==> src/rtl/rlbp_pkg.sv <==
// Shared definitions for the RLBP timing-register block and its Wishbone loader:
// loader FSM encoding, register byte offsets and the register data width.
package rlbp_pkg;

  localparam int RLBP_DW = 12;

  localparam logic [7:0] TIME_UP_1 = 8'h00;
  localparam logic [7:0] TIME_UP_2 = 8'h04;
  localparam logic [7:0] TIME_UP_3 = 8'h08;
  localparam logic [7:0] TIME_UP_4 = 8'h0C;
  localparam logic [7:0] TIME_DN_1 = 8'h10;
  localparam logic [7:0] TIME_DN_2 = 8'h14;
  localparam logic [7:0] TIME_DN_3 = 8'h18;
  localparam logic [7:0] TIME_DN_4 = 8'h1C;
  localparam logic [7:0] TIME_RST  = 8'h20;
  localparam logic [7:0] TIME_PRE  = 8'h24;
  localparam logic [7:0] TIME_SMP  = 8'h28;
  localparam logic [7:0] TIME_HOLD = 8'h2C;
  localparam logic [7:0] TIME_INT  = 8'h30;
  localparam logic [7:0] TIME_RD   = 8'h34;
  localparam logic [7:0] TIME_SETL = 8'h38;
  localparam logic [7:0] TIME_CMP  = 8'h3C;

  typedef enum logic [2:0] {
    ST_IDLE,
    ST_WR_REQ,
    ST_WR_GAP,
    ST_RD_REQ,
    ST_RD_GAP,
    ST_FIN
  } loader_state_t;

  // Registers sit on a 4-byte stride starting at offset 0.
  function automatic logic [31:0] reg_byte_offset(input logic [3:0] idx);
    return {26'd0, idx, 2'b00};
  endfunction

endpackage

==> src/rtl/rlbp_wb_timeout.sv <==
// Per-transfer ack watchdog: loadable down-counter that flags the last cycle
// a request may wait before it is abandoned.
module rlbp_wb_timeout #(
  parameter int TIMEOUT = 255
) (
  input  logic clk,
  input  logic rst_n,
  input  logic i_load,
  input  logic i_en,
  output logic o_expired
);

  logic [7:0] r_cnt;

  always_ff @(posedge clk or negedge rst_n) begin
    if (!rst_n) begin
      r_cnt <= '0;
    end else if (i_load) begin
      r_cnt <= 8'(TIMEOUT);
    end else if (i_en && (r_cnt != 8'd0)) begin
      r_cnt <= r_cnt - 8'd1;
    end
  end

  // At 1 the coming edge would complete the TIMEOUT-th cycle without ack.
  assign o_expired = (r_cnt == 8'd1);

endmodule

==> src/rtl/rlbp_wb_loader.sv <==
// Wishbone initiator that snapshots a configuration image and programs it into
// the RLBP timing registers, optionally reading every register back to verify.
module rlbp_wb_loader
  import rlbp_pkg::*;
#(
  parameter logic [31:0] BASE_ADDR = 32'h3000_0000,
  parameter int          NUM_REGS  = 16,
  parameter int          DW        = RLBP_DW,
  parameter int          TIMEOUT   = 255
) (
  input  logic                   wb_clk_i,
  input  logic                   wb_rst_ni,
  input  logic                   start_i,
  input  logic                   verify_i,
  input  logic [NUM_REGS*DW-1:0] cfg_i,
  output logic                   wbm_cyc_o,
  output logic                   wbm_stb_o,
  output logic                   wbm_we_o,
  output logic [3:0]             wbm_sel_o,
  output logic [31:0]            wbm_adr_o,
  output logic [31:0]            wbm_dat_o,
  input  logic [31:0]            wbm_dat_i,
  input  logic                   wbm_ack_i,
  output logic                   busy_o,
  output logic                   done_o,
  output logic                   timeout_o,
  output logic                   mismatch_o,
  output logic [3:0]             err_idx_o
);

  localparam logic [3:0] LAST_IDX = 4'(NUM_REGS - 1);

  loader_state_t         r_state, w_next_state;
  logic [3:0]            r_idx, w_next_idx;
  logic                  r_verify;
  logic [NUM_REGS*DW-1:0] r_snap, w_snap_src;
  logic [DW-1:0]         w_cur_entry, w_next_entry;
  logic                  w_start, w_set_timeout, w_rd_bad;
  logic                  w_in_req, w_next_req, w_tmo_load, w_tmo_en, w_expired;
  logic                  r_cyc, r_we, r_busy, r_done, r_timeout, r_mismatch;
  logic [3:0]            r_sel, r_err_idx;
  logic [31:0]           r_adr, r_dat;
  logic                  w_unused_dat;

  assign w_unused_dat = ^wbm_dat_i[31:DW];

  // The bus outputs are registered from next-state, so the entry being launched
  // on the start edge must come straight from cfg_i.
  assign w_snap_src   = w_start ? cfg_i : r_snap;
  assign w_cur_entry  = r_snap[r_idx*DW +: DW];
  assign w_next_entry = w_snap_src[w_next_idx*DW +: DW];

  assign w_in_req   = (r_state == ST_WR_REQ) || (r_state == ST_RD_REQ);
  assign w_next_req = (w_next_state == ST_WR_REQ) || (w_next_state == ST_RD_REQ);
  assign w_tmo_load = w_next_req && (w_next_state != r_state);
  assign w_tmo_en   = w_in_req && !wbm_ack_i;

  rlbp_wb_timeout #(.TIMEOUT(TIMEOUT)) u_timeout (
    .clk       (wb_clk_i),
    .rst_n     (wb_rst_ni),
    .i_load    (w_tmo_load),
    .i_en      (w_tmo_en),
    .o_expired (w_expired)
  );

  // NOTE: every signal gets a default before the case so no path infers a latch.
  always_comb begin
    w_next_state  = r_state;
    w_next_idx    = r_idx;
    w_start       = 1'b0;
    w_set_timeout = 1'b0;
    w_rd_bad      = 1'b0;
    case (r_state)
      ST_IDLE: begin
        if (start_i) begin
          w_start      = 1'b1;
          w_next_idx   = '0;
          w_next_state = ST_WR_REQ;
        end
      end
      ST_WR_REQ: begin
        if (wbm_ack_i) begin
          w_next_state = ST_WR_GAP;
        end else if (w_expired) begin
          w_set_timeout = 1'b1;
          w_next_state  = ST_FIN;
        end
      end
      ST_WR_GAP: begin
        if (r_idx == LAST_IDX) begin
          w_next_idx   = '0;
          w_next_state = r_verify ? ST_RD_REQ : ST_FIN;
        end else begin
          w_next_idx   = r_idx + 4'd1;
          w_next_state = ST_WR_REQ;
        end
      end
      ST_RD_REQ: begin
        if (wbm_ack_i) begin
          w_rd_bad     = (wbm_dat_i[DW-1:0] != w_cur_entry);
          w_next_state = ST_RD_GAP;
        end else if (w_expired) begin
          w_set_timeout = 1'b1;
          w_next_state  = ST_FIN;
        end
      end
      ST_RD_GAP: begin
        if (r_idx == LAST_IDX) begin
          w_next_state = ST_FIN;
        end else begin
          w_next_idx   = r_idx + 4'd1;
          w_next_state = ST_RD_REQ;
        end
      end
      ST_FIN:  w_next_state = ST_IDLE;
      default: w_next_state = ST_IDLE;
    endcase
  end

  // NOTE: sequential state uses non-blocking assignments so all flops update together.
  always_ff @(posedge wb_clk_i or negedge wb_rst_ni) begin
    if (!wb_rst_ni) begin
      r_state  <= ST_IDLE;
      r_idx    <= '0;
      r_verify <= 1'b0;
    end else begin
      r_state <= w_next_state;
      r_idx   <= w_next_idx;
      if (w_start) r_verify <= verify_i;
    end
  end

  // NOTE: the snapshot is pure data qualified by the FSM, so it carries no reset.
  always_ff @(posedge wb_clk_i) begin
    if (w_start) r_snap <= cfg_i;
  end

  // A timeout index always overrides an earlier mismatch index.
  always_ff @(posedge wb_clk_i or negedge wb_rst_ni) begin
    if (!wb_rst_ni) begin
      r_timeout  <= 1'b0;
      r_mismatch <= 1'b0;
      r_err_idx  <= '0;
    end else if (w_start) begin
      r_timeout  <= 1'b0;
      r_mismatch <= 1'b0;
      r_err_idx  <= '0;
    end else if (w_set_timeout) begin
      r_timeout <= 1'b1;
      r_err_idx <= r_idx;
    end else if (w_rd_bad) begin
      r_mismatch <= 1'b1;
      if (!r_mismatch) r_err_idx <= r_idx;
    end
  end

  always_ff @(posedge wb_clk_i or negedge wb_rst_ni) begin
    if (!wb_rst_ni) begin
      r_cyc  <= 1'b0;
      r_we   <= 1'b0;
      r_sel  <= '0;
      r_adr  <= '0;
      r_dat  <= '0;
      r_busy <= 1'b0;
      r_done <= 1'b0;
    end else begin
      r_cyc  <= w_next_req;
      r_we   <= (w_next_state == ST_WR_REQ);
      r_sel  <= (w_next_state == ST_WR_REQ) ? 4'hF : 4'h0;
      r_adr  <= w_next_req ? (BASE_ADDR + reg_byte_offset(w_next_idx)) : '0;
      r_dat  <= w_next_req ? 32'(w_next_entry) : '0;
      r_busy <= (w_next_state != ST_IDLE) && (w_next_state != ST_FIN);
      r_done <= (w_next_state == ST_FIN);
    end
  end

  assign wbm_cyc_o  = r_cyc;
  assign wbm_stb_o  = r_cyc;
  assign wbm_we_o   = r_we;
  assign wbm_sel_o  = r_sel;
  assign wbm_adr_o  = r_adr;
  assign wbm_dat_o  = r_dat;
  assign busy_o     = r_busy;
  assign done_o     = r_done;
  assign timeout_o  = r_timeout;
  assign mismatch_o = r_mismatch;
  assign err_idx_o  = r_err_idx;

endmodule
==> config.mk <==
export PLATFORM = sky130hd
export DESIGN_NAME = rlbp_wb_loader
export DESIGN_NICKNAME = d
export VERILOG_FILES = /design/src/rtl/rlbp_pkg.sv /design/src/rtl/rlbp_wb_timeout.sv /design/src/rtl/rlbp_wb_loader.sv
export SDC_FILE = /design/constraint.sdc
export NUM_CORES = 1
export LEC_CHECK = 0
export BUFFER_PORTS_ARGS = -buffer_cell sky130_fd_sc_hd__buf_2
export CORE_ASPECT_RATIO = 0.75
export CORE_MARGIN = 8
export CORE_UTILIZATION = 35
export DETAILED_ROUTE_END_ITERATION = 8
export GPL_ROUTABILITY_DRIVEN = 0
export GPL_TIMING_DRIVEN = 0
export SYNTH_ARGS = -nofsm -noshare
export SYNTH_HDL_FRONTEND = slang
export SYNTH_SLANG_ARGS = --single-unit
==> constraint.sdc <==
create_clock -name wb_clk_i -period 8 [get_ports wb_clk_i]
set_input_delay 1.6 -clock wb_clk_i [delete_from_list [all_inputs] [get_ports wb_clk_i]]
set_output_delay 1.6 -clock wb_clk_i [all_outputs]
set_load 0.02 [all_outputs]
==> impl_metrics.toml, run 1 <==
[run_status]
outcome = "completed"

[worst_setup_path]
worstSetupStartpointType = "primary input"
r2r_slack_ns = 3.94
path_buf_inv = 3
cp.depth = 10
cpMostUsedCell = "o211ai_1"
cp_max_fo = 10
endpoint = "wbm_dat_o[7]$_DFF_PN0_"
end_kind = "flip-flop"
rr_startpoint = "r_idx[3]$_DFF_PN0_"
crit_required_ns = 8.42
crit_type = "primary input to flip-flop"
cp_cell_sequence = "buf_2 -> nor4b_2 -> buf_2 -> buf_1 -> nand2_1 -> nand3_1 -> o211ai_1 -> o211ai_1 -> o211ai_1 -> a21oi_1"
worstSetupStartpoint = "start_i"
slowest_stage = "nor4b_2"
r2r_cells = 14
cpPeakStageDelay_ns = 0.86
cp_data_arrival_time_ns = 4.85
rr_endpoint = "wbm_dat_o[1]$_DFF_PN0_"
cp_top_family = "simple AND/OR/NAND/NOR gates"

[yosys]
synth_area_leader_cell = "dfxtp_1"
netlist_top_cells_count = "616 x nand2_1, 192 x dfxtp_1, 99 x mux2i_1"
synth_edf_count = 0
yosys-top-cells-area = "dfxtp_1 32%, nand2_1 19%, mux4_2 9.4%"
async_flop_share = 0.179
synth_top_area_frac = 0.320
yosys_warnings = 0
ys_seq_area_frac = 0.407
synth_most_common_cell = "nand2_1"
netlist_instances = 1418
synth.avg_cell_area_um2 = 8.48
synth.ff_latch_count = 234
yosys.cell_types.count = 55
ys.flop_type = "dfxtp_1"
synth_area_um2 = 12000

[floorplanning]
floorplan.initialDensity = 0.357
die_y_um = 177
ios = 308
die-area_um2 = 40600
row_count = 58
coreArea_um2 = 33700
fp.dieW_um = 230

[timing]
min_period_ns = 4.42
worstMarginPinSlew_ns = 1.07
rsz0062_at_grt = "no"
hold_viol_final = 0
setup-violations-final = 0
clock.fmax_mhz = 226
maxSlewViolCount = 0
period_share = 0.553
clock_skew_ns = 0.0192
slew_headroom = 0.286
finalSetupTns_ns = 0
fin_hold_ws_ns = 0.459

[detailed_routing]
dr.pass1.iters = 6
drtIter0Drc = 1296
antenna_left = 0
vias = 11578
vias_per_cell = 5.26
drc = 0
wl_per_cell_um = 22.7
wl_um = 49900

[global_route]
grt.overflow.total = 0
track_usage = 0.235
grt_pass1_wl_um = 72500
grt_pass1_vias = 11526
grt_max_degree = 43
antenna_found_initial = 5

[power_and_ir_drop]
p_per_area_nw_per_um2 = 466
leakage_nw = 7.39
max-vdd-ir-drop_v = 0.000156

[final_layout]
fillCellCount = 3446
nets = 1964
multiInputGateArea_um2 = 6390
post-route-util = 0.441
drive_above_1_share = 0.263
syn_to_final_growth_pct = 23.5
seqCellArea_um2 = 4890

[clocking]
tritoncts = "built"
clock_sinks = 234
cts_max_level = 1
root_buffer = "clkbuf_16"
clk_pin_slew_ns = 0.06
clkLatencyLatePin_ns = 0.55
cts_setup_buffers = 0
holdBufCountCts = 0
cts.path.max_buffers = 3
cts_resized = 0
numCtsBuffers = 26

[min_path]
hold_path.startpoint = "r_snap[84]$_DFF_P_"
hold_path_class = "flip-flop to flip-flop"

[job]
drv_cap = 0

[place]
dp_hpwl_um = 38700
io_buffers = 239
## worst min-delay path by stage
stage	to	slack [ns]	cells after the start
4_1_cts	r_snap[84]$_DFF_P_	0.46	2
6_report	r_snap[84]$_DFF_P_	0.46	2
3_5_place_dp	r_snap[84]$_DFF_P_	0.45	2
3_3_place_gp	r_snap[54]$_DFF_P_	0.45	2
5_1_grt	r_snap[84]$_DFF_P_	0.48	2
2_1_floorplan	r_snap[72]$_DFF_P_	0.43	2
## cell families after synthesis
| group | synth area share |
|---|---|
| XOR/XNOR | 0.0211 |
| other | 0.000312 |
| flip-flops | 0.407 |
| multiplexers | 0.187 |
| AND/OR/NAND/NOR | 0.240 |
| buffers and inverters | 0.0757 |
| AO/OA/AOI/OAI | 0.0632 |
| adder cells (fa/ha/maj) | 0.00520 |
## flip-flops by register name, indices dropped and copies added (netlist names)
name             count
u_timeout.r_cnt      8
r_state              3
r_verify             1
done_o               1
err_idx_o            4
busy_o               1
wbm_dat_o           12
wbm_sel_o            1
timeout_o            1
mismatch_o           1
wbm_adr_o            5
r_idx                4
r_snap             192
## placed cells by master (no fill, tap or decap), types with 3 or more instances in the layout
cell       count
mux2i_1       99
and3_1         6
ha_1           5
a21oi_1       26
nand2_1      616
dfrtp_1       42
diode_2        3
inv_1         11
inv_2          3
clkinv_2       8
or3_1          4
buf_4         60
xnor2_1       24
o21ai_0       10
buf_2        280
o221ai_1       4
nor3_1         5
o211ai_1      49
nor2b_1        4
conb_1        46
xor2_1         5
or4_1          3
a31oi_1        3
clkbuf_8       5
bufinv_16      3
clkbuf_16     27
o22ai_1        3
buf_1         11
buf_6          4
mux2_2        12
dfxtp_1      192
mux4_2        50
nand3_1       34
nand2b_1      16
clkbuf_1      35
nor2_1        16
## worst min-delay path, delay by kind of cell (launching register included)
kind / cells / cell delay [ns]
simple gates: 2 / 0.11
flops: 1 / 0.31
## where the power goes
part | leakage, nW | internal (W) | total (W) | switching, W
registers | 2.14 | 0.00172 | 0.00201 | 0.000291
logic | 4.81 | 0.00138 | 0.00364 | 0.00226
clock network | 0.447 | 0.000758 | 0.00128 | 0.000517
total | 7.39 | 0.00386 | 0.00693 | 0.00306
## metrics by stage
| step | cells | cell area (um2) | power, W | setup WS (ns) |
|---|---|---|---|---|
| after floorplan | 1463 | 12200 | 0.00435 | 4.39 |
| after detailed placement | 2152 | 14000 | 0.00555 | 3.11 |
| after global placement | 2152 | 14000 | 0.00548 | 3.18 |
| final | 2203 | 14900 | 0.00693 | 3.58 |
| after CTS | 2200 | 14900 | 0.00683 | 3.66 |
| after global routing | 2202 | 14900 | 0.00726 | 3.39 |
## metal layers
metal  GRT usage  wire [um]  share of wire
met1       0.324      21200           0.42
met2       0.363      22000           0.44
met3      0.0568       5430           0.11
met4      0.0664       1340          0.027
met5           0         11        0.00022
## layout make-up
class / count / share of cell area
Clock buffer: 36 / 0.0511
Antenna cell: 3 / 0.000505
Multi-Input combinational cell: 1068 / 0.430
Timing Repair Buffer: 239 / 0.0805
Clock inverter: 12 / 0.00926
Buffer: 147 / 0.0577
Inverter: 14 / 0.00354
Sequential cell: 234 / 0.329
Tap cell: 450 / 0.0379
Note: power is estimated with default switching activity, not from simulation.
==> inputs of run 2 (changes only) <==
- clock period: 8 -> 4.2 ns (I/O delays scaled with it)
==> impl_metrics.toml, run 2 (same netlist as run 1, synthesis figures left out) <==
[run_status]
outcome = "completed"

[worst_setup_path]
cp_cell_sequence = "buf_4 -> buf_2 -> buf_2 -> a31oi_1 -> o21ai_0 -> clkbuf_1 -> clkbuf_1 -> o211ai_1 -> o211ai_1 -> a21oi_1"
slowest_stage = "clkbuf_1"
end_kind = "flip-flop"
cpPeakStageDelay_ns = 0.54
crit_required_ns = 4.58
worstSetupStartpointType = "flip-flop"
crit_type = "flip-flop to flip-flop"
cp_data_arrival_time_ns = 4.35
cp_max_fo = 10

[min_path]
hold_path_class = "flip-flop to flip-flop"

[final_layout]
regMostFlops = "r_snap"
layout_commonest_cell = "nand2_1"
layout.cells.most_common_list = "616 x nand2_1, 280 x buf_2, 192 x dfxtp_1"
fillCellCount = 3448
drive_above_1_share = 0.264
nets = 1963
largest_reg_flops = 192
syn_to_final_growth_pct = 23.5

[timing]
slew_headroom = 0.258
period_share = 0.944
fin_hold_ws_ns = 0.459
clock.fmax_mhz = 252
finalSetupTns_ns = 0
hold_viol_final = 0
setup-violations-final = 0
clock_skew_ns = 0.0226
min_period_ns = 3.97
maxSlewViolCount = 0
worstMarginPinSlew_ns = 1.11
rsz0062_at_grt = "no"

[clocking]
cts_max_level = 1
numCtsBuffers = 26
clock_sinks = 234
root_buffer = "clkbuf_16"
clk_pin_slew_ns = 0.06
tritoncts = "built"
clkLatencyLatePin_ns = 0.56
cts.path.max_buffers = 3

[floorplanning]
coreArea_um2 = 33700
ios = 308
die_y_um = 177
row_count = 58
die-area_um2 = 40600
floorplan.initialDensity = 0.357
fp.dieW_um = 230

[global_route]
antenna_found_initial = 5
grt.overflow.total = 0
grt_max_degree = 43
track_usage = 0.235
grt_pass1_vias = 11526
grt_pass1_wl_um = 72500

[detailed_routing]
drtIter0Drc = 1328
wl_per_cell_um = 22.6
dr.pass1.iters = 5
antenna_left = 0
drc = 0
wl_um = 49800
vias_per_cell = 5.24
vias = 11540

[job]
drv_cap = 0

[place]
dp_hpwl_um = 38700
io_buffers = 239

[power_and_ir_drop]
leakage_nw = 7.39
p_per_area_nw_per_um2 = 887
max-vdd-ir-drop_v = 0.000298
==> run 2: worst paths after layout <==
| path | start | end | slack (ns) | cells past startpoint |
|---|---|---|---|---|
| max reg2reg | r_idx[1]$_DFF_PN0_ | wbm_dat_o[5]$_DFF_PN0_ | 0.23 | 10 |
| min reg2reg | r_snap[84]$_DFF_P_ | r_snap[84]$_DFF_P_ | 0.46 | 2 |
| max | r_idx[1]$_DFF_PN0_ | wbm_dat_o[5]$_DFF_PN0_ | 0.23 | 10 |
| min in group asynchronous | wb_rst_ni | u_timeout.r_cnt[1]$_DFFE_PN0P_ | 0.50 | 1 |
| max in group asynchronous | wb_rst_ni | wbm_dat_o[11]$_DFF_PN0_ | 3.05 | 1 |
| min | r_snap[84]$_DFF_P_ | r_snap[84]$_DFF_P_ | 0.46 | 2 |
==> run 2: worst max-delay path: cells and delay by family (launching register included) <==
kind / cells / cell delay, ns
DFF: 1 / 0.36
buffers and inverters: 5 / 2.30
AOI/OAI and AO/OA: 5 / 1.14
==> run 2: timing repair <==
action                     4_1_cts  5_1_grt
resized for setup                0        0
setup endpoints to repair        0        1
hold buffers                     0        0
setup buffers                    0        0
==> run 2: metrics by stage <==
step / instance area, um2 / setup slack [ns] / utilization / std cells / power, W
floorplan: 12200 / 1.35 / - / 1463 / 0.00828
CTS: 14900 / 0.308 / 0.441 / 2200 / 0.0130
global route: 14900 / 0.114 / 0.441 / 2201 / 0.0138
global placement: 14000 / 0.144 / 0.415 / 2152 / 0.0104
finish: 14900 / 0.235 / 0.441 / 2202 / 0.0132
detailed placement: 14000 / 0.0736 / 0.415 / 2152 / 0.0106
==> run 2: layout make-up <==
class / count / area, um2 / share of cell area
antenna: 3 / 7.51 / 0.000505
buffer: 146 / 855 / 0.0575
tap: 450 / 563 / 0.0379
inverter: 14 / 52.6 / 0.00354
clock inverter: 12 / 138 / 0.00926
multi-input combinational: 1068 / 6390 / 0.430
clock buffer: 36 / 759 / 0.0511
sequential: 234 / 4890 / 0.329
timing repair buffer: 239 / 1200 / 0.0805
==> run 2: routing by layer <==
metal / share of wire / vias to the layer above / GRT usage
met1: 0.43 / 5482 / 0.324
li1: - / 5261 / -
met5: 0.00042 / - / 0
met2: 0.44 / 685 / 0.363
met4: 0.028 / 4 / 0.0664
met3: 0.11 / 108 / 0.0568
==> run 2: power by group <==
group	internal (W)	switching, W
combinational	0.00264	0.00429
sequential	0.00328	0.000553
clock	0.00144	0.000980
